### config.mk
export PLATFORM = sky130hd
export DESIGN_NAME = neuron_preact
export DESIGN_NICKNAME = d
export VERILOG_FILES = /design/src/rtl/neuron_preact.sv
export SDC_FILE = /design/constraint.sdc
export NUM_CORES = 1
export LEC_CHECK = 0
export BUFFER_PORTS_ARGS = -buffer_cell sky130_fd_sc_hd__buf_2
export CORE_ASPECT_RATIO = 1.25
export CORE_UTILIZATION = 37
export DETAILED_ROUTE_END_ITERATION = 10
export PLACE_DENSITY = 0.58
export SYNTH_ARGS = -nofsm -noshare
export SYNTH_HDL_FRONTEND = slang
export SYNTH_SLANG_ARGS = --single-unit
### constraint.sdc
create_clock -name clk -period 9.9 [get_ports clk]
set_input_delay 1.98 -clock clk [delete_from_list [all_inputs] [get_ports clk]]
set_output_delay 1.98 -clock clk [all_outputs]
set_load 0.01 [all_outputs]
### src/rtl/neuron_preact.sv
// Pre-activation stage: accumulates Q3.4 a*w products plus bias in Q.8, then emits
// a Q3.4 result clamped to +/-SAT_MAG for the downstream sigmoid approximation.
module neuron_preact #(
  parameter int ACC_W   = 20,
  parameter int SAT_MAG = 64
) (
  input  logic       clk,
  input  logic       rst,
  input  logic       in_valid,
  output logic       in_ready,
  input  logic [7:0] in_a,
  input  logic [7:0] in_w,
  input  logic [7:0] in_bias,
  input  logic       in_last,
  output logic       out_valid,
  input  logic       out_ready,
  output logic [7:0] out_x,
  output logic       out_ovf
);

  typedef enum logic {ACC, HOLD} state_t;

  localparam logic signed [ACC_W-1:0] ACC_MAX = {1'b0, {(ACC_W-1){1'b1}}};
  localparam logic signed [ACC_W-1:0] ACC_MIN = {1'b1, {(ACC_W-1){1'b0}}};
  localparam logic signed [ACC_W-1:0] SAT_HI  = ACC_W'(SAT_MAG);
  localparam logic signed [ACC_W-1:0] SAT_LO  = -SAT_HI;
  localparam logic signed [7:0]       X_HI    = 8'(SAT_MAG);
  localparam logic signed [7:0]       X_LO    = -X_HI;

  state_t state, state_nxt;

  logic signed [ACC_W-1:0] acc;
  logic                    first;
  logic                    ovf_acc;

  logic                    accept;
  logic signed [15:0]      prod;
  logic signed [ACC_W-1:0] base;
  logic signed [ACC_W:0]   sum;
  logic signed [ACC_W-1:0] acc_nxt;
  logic                    clamp_evt;
  logic signed [ACC_W-1:0] t;
  logic signed [7:0]       x_nxt;

  assign accept = in_valid & in_ready;

  always_ff @(posedge clk) begin
    if (rst) state <= ACC;
    else     state <= state_nxt;
  end

  always_comb begin
    state_nxt = state;
    case (state)
      ACC:  if (accept && in_last) state_nxt = HOLD;
      HOLD: if (out_ready)         state_nxt = ACC;
      default: state_nxt = ACC;
    endcase
  end

  always_comb begin
    in_ready  = (state == ACC);
    out_valid = (state == HOLD);
  end

  // One guard bit on the sum is enough: |product| and |bias<<4| are far below 2^(ACC_W-1).
  always_comb begin
    prod      = 16'(signed'(in_a)) * 16'(signed'(in_w));
    base      = first ? (ACC_W'(signed'(in_bias)) <<< 4) : acc;
    sum       = (ACC_W+1)'(base) + (ACC_W+1)'(prod);
    clamp_evt = 1'b0;
    acc_nxt   = sum[ACC_W-1:0];
    if (sum[ACC_W] != sum[ACC_W-1]) begin
      clamp_evt = 1'b1;
      acc_nxt   = sum[ACC_W] ? ACC_MIN : ACC_MAX;
    end
    t = acc_nxt >>> 4;
    if (t > SAT_HI)      x_nxt = X_HI;
    else if (t < SAT_LO) x_nxt = X_LO;
    else                 x_nxt = t[7:0];
  end

  always_ff @(posedge clk) begin
    if (rst) begin
      acc     <= '0;
      first   <= 1'b1;
      ovf_acc <= 1'b0;
      out_x   <= '0;
      out_ovf <= 1'b0;
    end else if (accept) begin
      if (in_last) begin
        out_x   <= x_nxt;
        out_ovf <= ovf_acc | clamp_evt;
        acc     <= '0;
        ovf_acc <= 1'b0;
        first   <= 1'b1;
      end else begin
        acc     <= acc_nxt;
        ovf_acc <= ovf_acc | clamp_evt;
        first   <= 1'b0;
      end
    end
  end

endmodule

# == After elaboration in Yosys (flattened, before gate mapping) ==
# Cells that the tools add are included.
# W data, S select, Z words.
# totals
regBits,32
inputBits,29
output_inout_bits,11
wordCells,28
# op_classes
addsub,1
mul,1
magnitude_cmp,2
eq_ne,1
n_mux,12
bitwise,3
n_reduce_logical,2
# ops
operator,count
$mux W20,4
$add A20 B16 Y21,1
$gt A16 B8 Y1 const B,1
$lt A16 B7 Y1 const B,1
$mul A8 B8 Y16,1
$mux W8,2
$mux W1,5
$pmux W1 S2,1
$reduce_and A2 Y1,1
$and A1 B1 Y1,1
$logic_and A1 B1 Y1,1
$ne A1 B1 Y1,1
$not A1 Y1,1
$or A1 B1 Y1,1

# == Depth between registers and ports, before layout ==
# Gate-level depths: netlist (run 1).
# depth
word_depth,7
depth_mapped,25
ltp_nobuf,22

# == Worst setup path after synthesis (run 1) ==
# No wires, ideal clock.
# synth_path
path_kind,input -> register
from,input port in_w[0]
to,register out_ovf
setup_time_ps,132
t_arrival_ps,7443
required_time_ps,9768
slack_ps,2326
cell_stages,20
path_buffers,3
path_cell_list,clkbuf_1 -> nand2_1 -> fa_1 -> inv_1 -> fa_1 -> fa_1 -> fa_1 -> fa_1 -> ha_1 -> buf_6 -> a21o_1 -> nor2_4 -> a211oi_4 -> a311oi_1 -> a21oi_4 -> xnor2_2 -> buf_2 -> nor2_1 -> nor4_1 -> nor3_1
# synth_via
elab_chain_cells,5
# synth_rtl
item,line,text
start: declaration,12,"input logic [7:0] in_w,"
$mul A8 B8 Y16,68,prod = 16'(signed'(in_a)) * 16'(signed'(in_w));
$add A20 B16 Y21,70,sum = (ACC_W+1)'(base) + (ACC_W+1)'(prod);
$ne A1 B1 Y1,73,if (sum[ACC_W] != sum[ACC_W-1]) begin
$mux W1,73,
$or A1 B1 Y1,93,out_ovf <= ovf_acc | clamp_evt;
end signal: assignment,93,
end: declaration,18,output logic out_ovf
# Every way passes these cells.
# A chain may end at the register's enable or synchronous reset.

# == Worst setup path after layout (run 1) ==
# layout_path
from,input port in_w[0]
to,register out_x[0]
# layout_via
elab_chain_cells,7
word_cells_on_any_way,9
cone_classes,1 x add/sub; 1 x mul; 2 x order compare; 1 x eq/ne; 4 x mux
# layout_rtl
item,line,text
$mul A8 B8 Y16 *,68,
$add A20 B16 Y21 *,70,
$mux W20 / $ne A1 B1 Y1 (equally long branches),"75, 73",
$mux W20 *,73,
$lt A16 B7 Y1,79,else if (t < SAT_LO) x_nxt = X_LO;
$mux W8,79,
$mux W8 *,78,if (t > SAT_HI) x_nxt = X_HI;
end signal: assignment,92,out_x <= x_nxt;
end: declaration,17,"output logic [7:0] out_x,"
# Every way passes the cells marked *; elsewhere a longest branch is shown, timed or not.

==> results of run 1 <==
per-layer routing:
layer	track usage, %	vias up	share of wire [%]	wire length [um]
met5	0	-	0	0
met3	1.97	31	2.5	318
met1	20.7	2082	40	5190
met4	6.47	0	3.4	445
li1	-	2036	-	-
met2	33.4	73	54	6980
through the flow:
stage / setup slack, ns / instances / hold slack [ns] / util, %
after floorplan: 2.33 / 609 / 0.425 / -
after global placement: 1.67 / 807 / 0.431 / 40.4
after detailed placement: 1.54 / 807 / 0.442 / 40.4
after CTS: 1.81 / 815 / 0.447 / 41.6
after global routing: 1.34 / 815 / 0.469 / 41.6
final: 1.83 / 815 / 0.449 / 41.6
registers in the layout (all words and copies together) (netlist names):
name,count
out_valid,1
out_ovf,1
acc,20
out_x,8
ovf_acc,1
first,1
synthesized netlist by cell type (5+ instances only):
cell type / n
inv_1: 94
fa_1: 92
nand2_1: 59
ha_1: 48
a21oi_1: 43
and2_1: 34
dfxtp_1: 32
nor2_1: 32
o21ai_1: 22
xnor2_1: 11
o21ai_0: 10
clkbuf_1: 9
xor2_1: 8
a21o_1: 7
mux2i_1: 7
a211oi_1: 6
buf_2: 6
nand3_1: 5
nor2b_1: 5
how the worst max path moves through the flow:
stage	slack, ns	startpoint	to	depth (start not counted)
floorplan	2.33	in_w[0]	out_ovf$_SDFFE_PP0P_	20
global placement	1.67	in_a[7]	out_ovf$_SDFFE_PP0P_	18
detailed placement	1.54	in_w[0]	out_x[4]$_SDFFE_PP0P_	18
CTS	1.81	in_w[0]	out_x[0]$_SDFFE_PP0P_	18
global route	1.34	in_a[7]	out_x[4]$_SDFFE_PP0P_	18
finish	1.83	in_w[0]	out_x[0]$_SDFFE_PP0P_	18
critical path: stages:
cell and delay (ns):
buf_2 0.17, nand2_1 0.56, fa_1 0.73, inv_1 0.05, fa_1 0.52, fa_1 0.46, fa_1 0.54, fa_1 0.50
ha_1 0.41, o21ai_1 0.15, o21bai_1 0.23, nand4_1 0.13, nand4_1 0.13, xor2_1 0.67, nand2_1 0.24, nor4b_4 0.43
a31oi_2 0.17, o21ai_1 0.18
logic make-up (layout without fill, tap and decap cells):
group	Yosys count	count (layout)	synth area share [%]
xor+xnor	22	22	4.10
fa+ha+maj	143	143	44.7
buf+inv	114	142	8.17
mux	8	8	1.47
compound gates	121	121	13.9
simple gates	169	169	16.0
flops	32	32	11.6
final cells by class:
type                            instances  area (um^2)  area share, %
Inverter                               95          357           5.93
Clock inverter                          2         35.0          0.582
Tap cell                              178          223           3.70
Timing Repair Buffer                   39          195           3.24
Multi-Input combinational cell        463         4440           73.8
Clock buffer                            6          129           2.14
Sequential cell                        32          641           10.6
==> impl_results.md, run 1 <==
- Number of synthesized register bits: 32
- Startpoint types: input pin
- H-tree Lvls: 2
- Hold Buf Count CTS: 0
- Worst endpoint required time: about 10 ns
- Final period util: 81.5%
- Cts repair resizes: 0
- Vias per cell: 5.18
- CTS Buf Count: 5
- Post-CTS setup buffer count: 0
- Hpwl dp: roughly 11 mm
- Drt first pass iters: 7
- Post-layout net count: between 800 and 900
- Mapped cell area: 5530 um^2
- Outcome: finished, violations left
- DIE AREA: 15400 um^2
- Max_slew headroom: 39.7%
- DP Area: a little under 6000 um^2
- Skew-Pair Late Insertion Delay: about 0.28 ns
- Port Buffers: 39
- Actual slew at the worst max-slew pin: 0.902 ns
- Clock tree from TritonCTS: yes
- Proportion of netlist area held by the largest area contributor: about a third
- Clock buffer depth: 2
- Antenna fix cells: 0
- Finished Cell Area: roughly 6000 um^2
- Post-synth EDFFs: 0
- Initial antenna violation count: 0
- Fill count: 1471
- Final GP Congestion: 0.827
- Synth cell types: 65
- Worst EP arrival: between 8 and 9 ns
- Syn Area/Cell: around 9 um^2
- Final Max Tran Viols: 0
- Clock root buffer: clkbuf_16
- Post-DRT Antenna Nets: 0
- Critical path class: input pin to flop
- Crit Reg-Reg Endpoint: out_x[0]$_SDFFE_PP0P_
- Hold Vio Cnt, Final: 0
- Die X: approximately 110 um
- Overflow after GRT: 0
- Mapped Cells: 609
- Largest net degree at the start of global routing: 19
- Sink Count: 32
- Worst reg2reg path depth: 18
- Total track usage: roughly 18%
- Final setup TNS: 0 ns
- Max Fclk: 124 MHz
- Share of synthesized registers carrying an async set or reset: 0%
- Minimum clock period: 8.07 ns
- Syn nets: 778
- Clock-pin transition on the worst setup and hold timing paths: 0.05 ns
- CP Capture Type: flop
- Failing checks: DRC
- Flop2flop setup slack: 3.15 ns
- Layout cell share with drive strength beyond 1: approximately a tenth
- RSZ-0062 raised after global routing: no
- Yosys warns: 0
- Most common cell after layout, fill and taps aside: inv_1
- Rows: 49
- I/O pin total: 40
- Global-route wire length before repair: about 22 mm
- Area leader, netlist: fa_1
- Initial Util: 38.2%
- Vias in the first global route: between 4000 and 5000
- Final clock skew: 0.00524 ns
- Die Y: ~140 um
- Max Cap Viol: 0
- # setup viols final: 0
- WL final: ~13 mm
- Area grow syn2layout: 8.80%
- Most used DFF post-synth: dfxtp_1
- Most frequent cells in the layout: inv_1 (94), fa_1 (92), nand2_1 (59), ha_1 (48), a21oi_1 (43)
- Hold Crit Depth: 2
- DR iter-0 viols: between 150 and 200
- Hold endpoint: acc[0]$_SDFFE_PP0P_
- Sequential area share after synthesis: 11.6%
- DRC viols: 6
- Largest cells by area after synthesis: fa_1 (33%), dfxtp_1 (12%), ha_1 (11%)
- Core area: 14500 um^2
- Reg-to-Reg Start: first$_SDFFE_PP1P_
- WL/cell: approximately 16 um
- Vias: roughly 4200
- Min-delay src: acc[0]$_SDFFE_PP0P_
- Worst-path fanout max: 13
- Worst hold path class: flop to flop
Power of run 1 is not shown: default switching activity piles up to over one toggle a cycle in this logic, so the estimate is an artifact.
==> run 2: changes to the inputs <==
--- a/config.mk
+++ b/config.mk
@@ -9,7 +9,7 @@
 export CORE_ASPECT_RATIO = 1.25
 export CORE_UTILIZATION = 37
 export DETAILED_ROUTE_END_ITERATION = 10
-export PLACE_DENSITY = 0.58
+export PLACE_DENSITY = 0.6
 export SYNTH_ARGS = -nofsm -noshare
 export SYNTH_HDL_FRONTEND = slang
 export SYNTH_SLANG_ARGS = --single-unit
==> constraint.sdc (replaced) <==
create_clock -name clk -period 7.15 [get_ports clk]
set_input_delay 1.43 -clock clk [delete_from_list [all_inputs] [get_ports clk]]
set_output_delay 1.43 -clock clk [all_outputs]
set_load 0.01 [all_outputs]
==> run 2 against run 1 <==
Compared with the run above:
- the flow still finishes with violations (DRC)
- wire length down 1.5%
- global-route usage decreased by 0.15 points
- first-iteration DRC count up 12%
- cell area is 1.2% higher
- sequential cell count unchanged
- critical path depth did not move
- cell count is 1.5% higher
- sequential share of layout area shrank 0.13 points
- register-to-register slack worse by 2.0 ns
- non-clock buffer count grew 12
- worst setup slack got worse by 1.3 ns
- critical endpoint unchanged
- largest cell class unchanged
==> impl_results.md, run 2 (synthesized netlist as in run 1, its figures left out) <==
- Worst EP arrival: between 6 and 7 ns
- Outcome: finished, violations left
- Minimum clock period: between 6 and 7 ns
- Vias in the first global route: around 4600
- Most frequent cells in the layout: inv_1 (94), fa_1 (92), nand2_1 (59), ha_1 (48), a21oi_1 (43)
- Post-CTS setup buffer count: 0
- Clock buffer depth: 2
- Vias: between 4000 and 5000
- WL final: 12.7 mm
- Number of flip-flops in the largest register: 20
- Finished Cell Area: slightly above 6000 um^2
- Max Fclk: about 150 MHz
- Final design utilization: around 42%
- Final GP Congestion: approximately 0.9
- Worst-path fanout max: 9
- Register area: 641 um^2
- CTS Buf Count: 5
- Rows: between 40 and 50
- Sink Count: 32
- Global-route wire length before repair: roughly 22 mm
- Max_slew headroom: about half
- Area grow syn2layout: 10.2%
- Startpoint types: input pin
- Cts repair resizes: 0
- Post-DRT Antenna Nets: 0
- Worst endpoint required time: 7.35 ns
- # setup viols final: 0
- Min-delay src: out_x[2]$_SDFFE_PP0P_
- Hold Buf Count CTS: 0
- Layout cell share with drive strength beyond 1: approximately an eighth
- Die Y: between 100 and 150 um
- Final period util: between 90% and 100%
- Antenna fix cells: 0
- Top Registers: acc x20, out_x x8
- Clock root buffer: clkbuf_16
- Clock tree from TritonCTS: yes
- Total track usage: between 10% and 20%
- WL/cell: between 15 and 20 um
- Vias per cell: approximately 5.2
- Final clock skew: 0.00481 ns
- Final setup TNS: 0 ns
- Max Cap Viol: 0
- Initial antenna violation count: 0
- Worst hold path class: flop to flop
- CP startpoint: in_bias[7]
- Die X: between 100 and 150 um
- Largest net degree at the start of global routing: 19
- Final hold slack: around 0.45 ns
- Hpwl dp: between 10 and 15 mm
- Most flop-heavy register: acc
- Final Max Tran Viols: 0
- Fill count: 1447
- I/O pin total: 40
- Drt first pass iters: 8
- Critical path class: input pin to flop
- RSZ-0062 raised after global routing: no
- DP Area: just under 6000 um^2
- Port Buffers: 39
- H-tree Lvls: 2
- Hold Vio Cnt, Final: 0
- DIE AREA: roughly 15000 um^2
- Skew-Pair Late Insertion Delay: ~0.27 ns
- Reg-to-Reg Start: first$_SDFFE_PP1P_
- Post-layout net count: 817
- Actual slew at the worst max-slew pin: between 0.7 and 0.8 ns
- Overflow after GRT: 0
- DRC viols: 8
- DR iter-0 viols: roughly 210
- Initial Util: between 30% and 40%
- Failing checks: DRC
- Clock-pin transition on the worst setup and hold timing paths: approximately 0.05 ns
- Most common cell after layout, fill and taps aside: inv_1
- Core area: about 14000 um^2
- CP Capture Type: flop
- Multi-input gate area: roughly 4400 um^2
-- run 2: cell type report --
cell class                 count  area share, %
multi-input combinational    463           72.8
sequential                    32           10.5
inverter                      95           5.85
timing repair buffer          51           4.68
tap                          178           3.66
clock buffer                   6           2.28
clock inverter                 2          0.164
-- run 2: path summary, 6_finish.rpt --
kind	end	slack (ns)	cells past startpoint
max reg2reg	acc[17]$_SDFFE_PP0P_	1.16	21
max	out_x[0]$_SDFFE_PP0P_	0.50	18
min reg2reg	out_x[2]$_SDFFE_PP0P_	0.45	2
min	out_x[2]$_SDFFE_PP0P_	0.45	2
-- run 2: per-stage QoR --
stage / cells / worst slack, ns
4_1_cts: 827 / 0.508
3_3_place_gp: 819 / 0.278
5_1_grt: 827 / 0.196
3_5_place_dp: 819 / 0.246
2_1_floorplan: 609 / 0.126
6_report: 827 / 0.497
-- run 2: worst max-delay path, cell delays in order --
cell      delay, ns
buf_2          0.07
and2_1         0.39
a21oi_1        0.13
fa_1           0.53
fa_1           0.55
inv_1          0.05
fa_1           0.46
fa_1           0.49
ha_1           0.30
ha_1           0.34
a211oi_1       0.38
nand2_1        0.15
or3_1          0.34
a211o_1        0.29
a211o_1        0.35
nor4_4         0.34
a31oi_2        0.09
o21ai_1        0.16
-- run 2: per-layer routing --
| metal | share of wire [%] | wire, um | GRT usage (%) | vias to the layer above |
|---|---|---|---|---|
| li1 | - | - | - | 2068 |
| met1 | 42 | 5310 | 21.9 | 2117 |
| met2 | 52 | 6680 | 32.0 | 110 |
| met3 | 2.9 | 366 | 1.62 | 23 |
| met4 | 3.0 | 384 | 5.83 | 0 |
| met5 | 0 | 0 | 0 | - |
Power of run 2 is left out for the same reason.
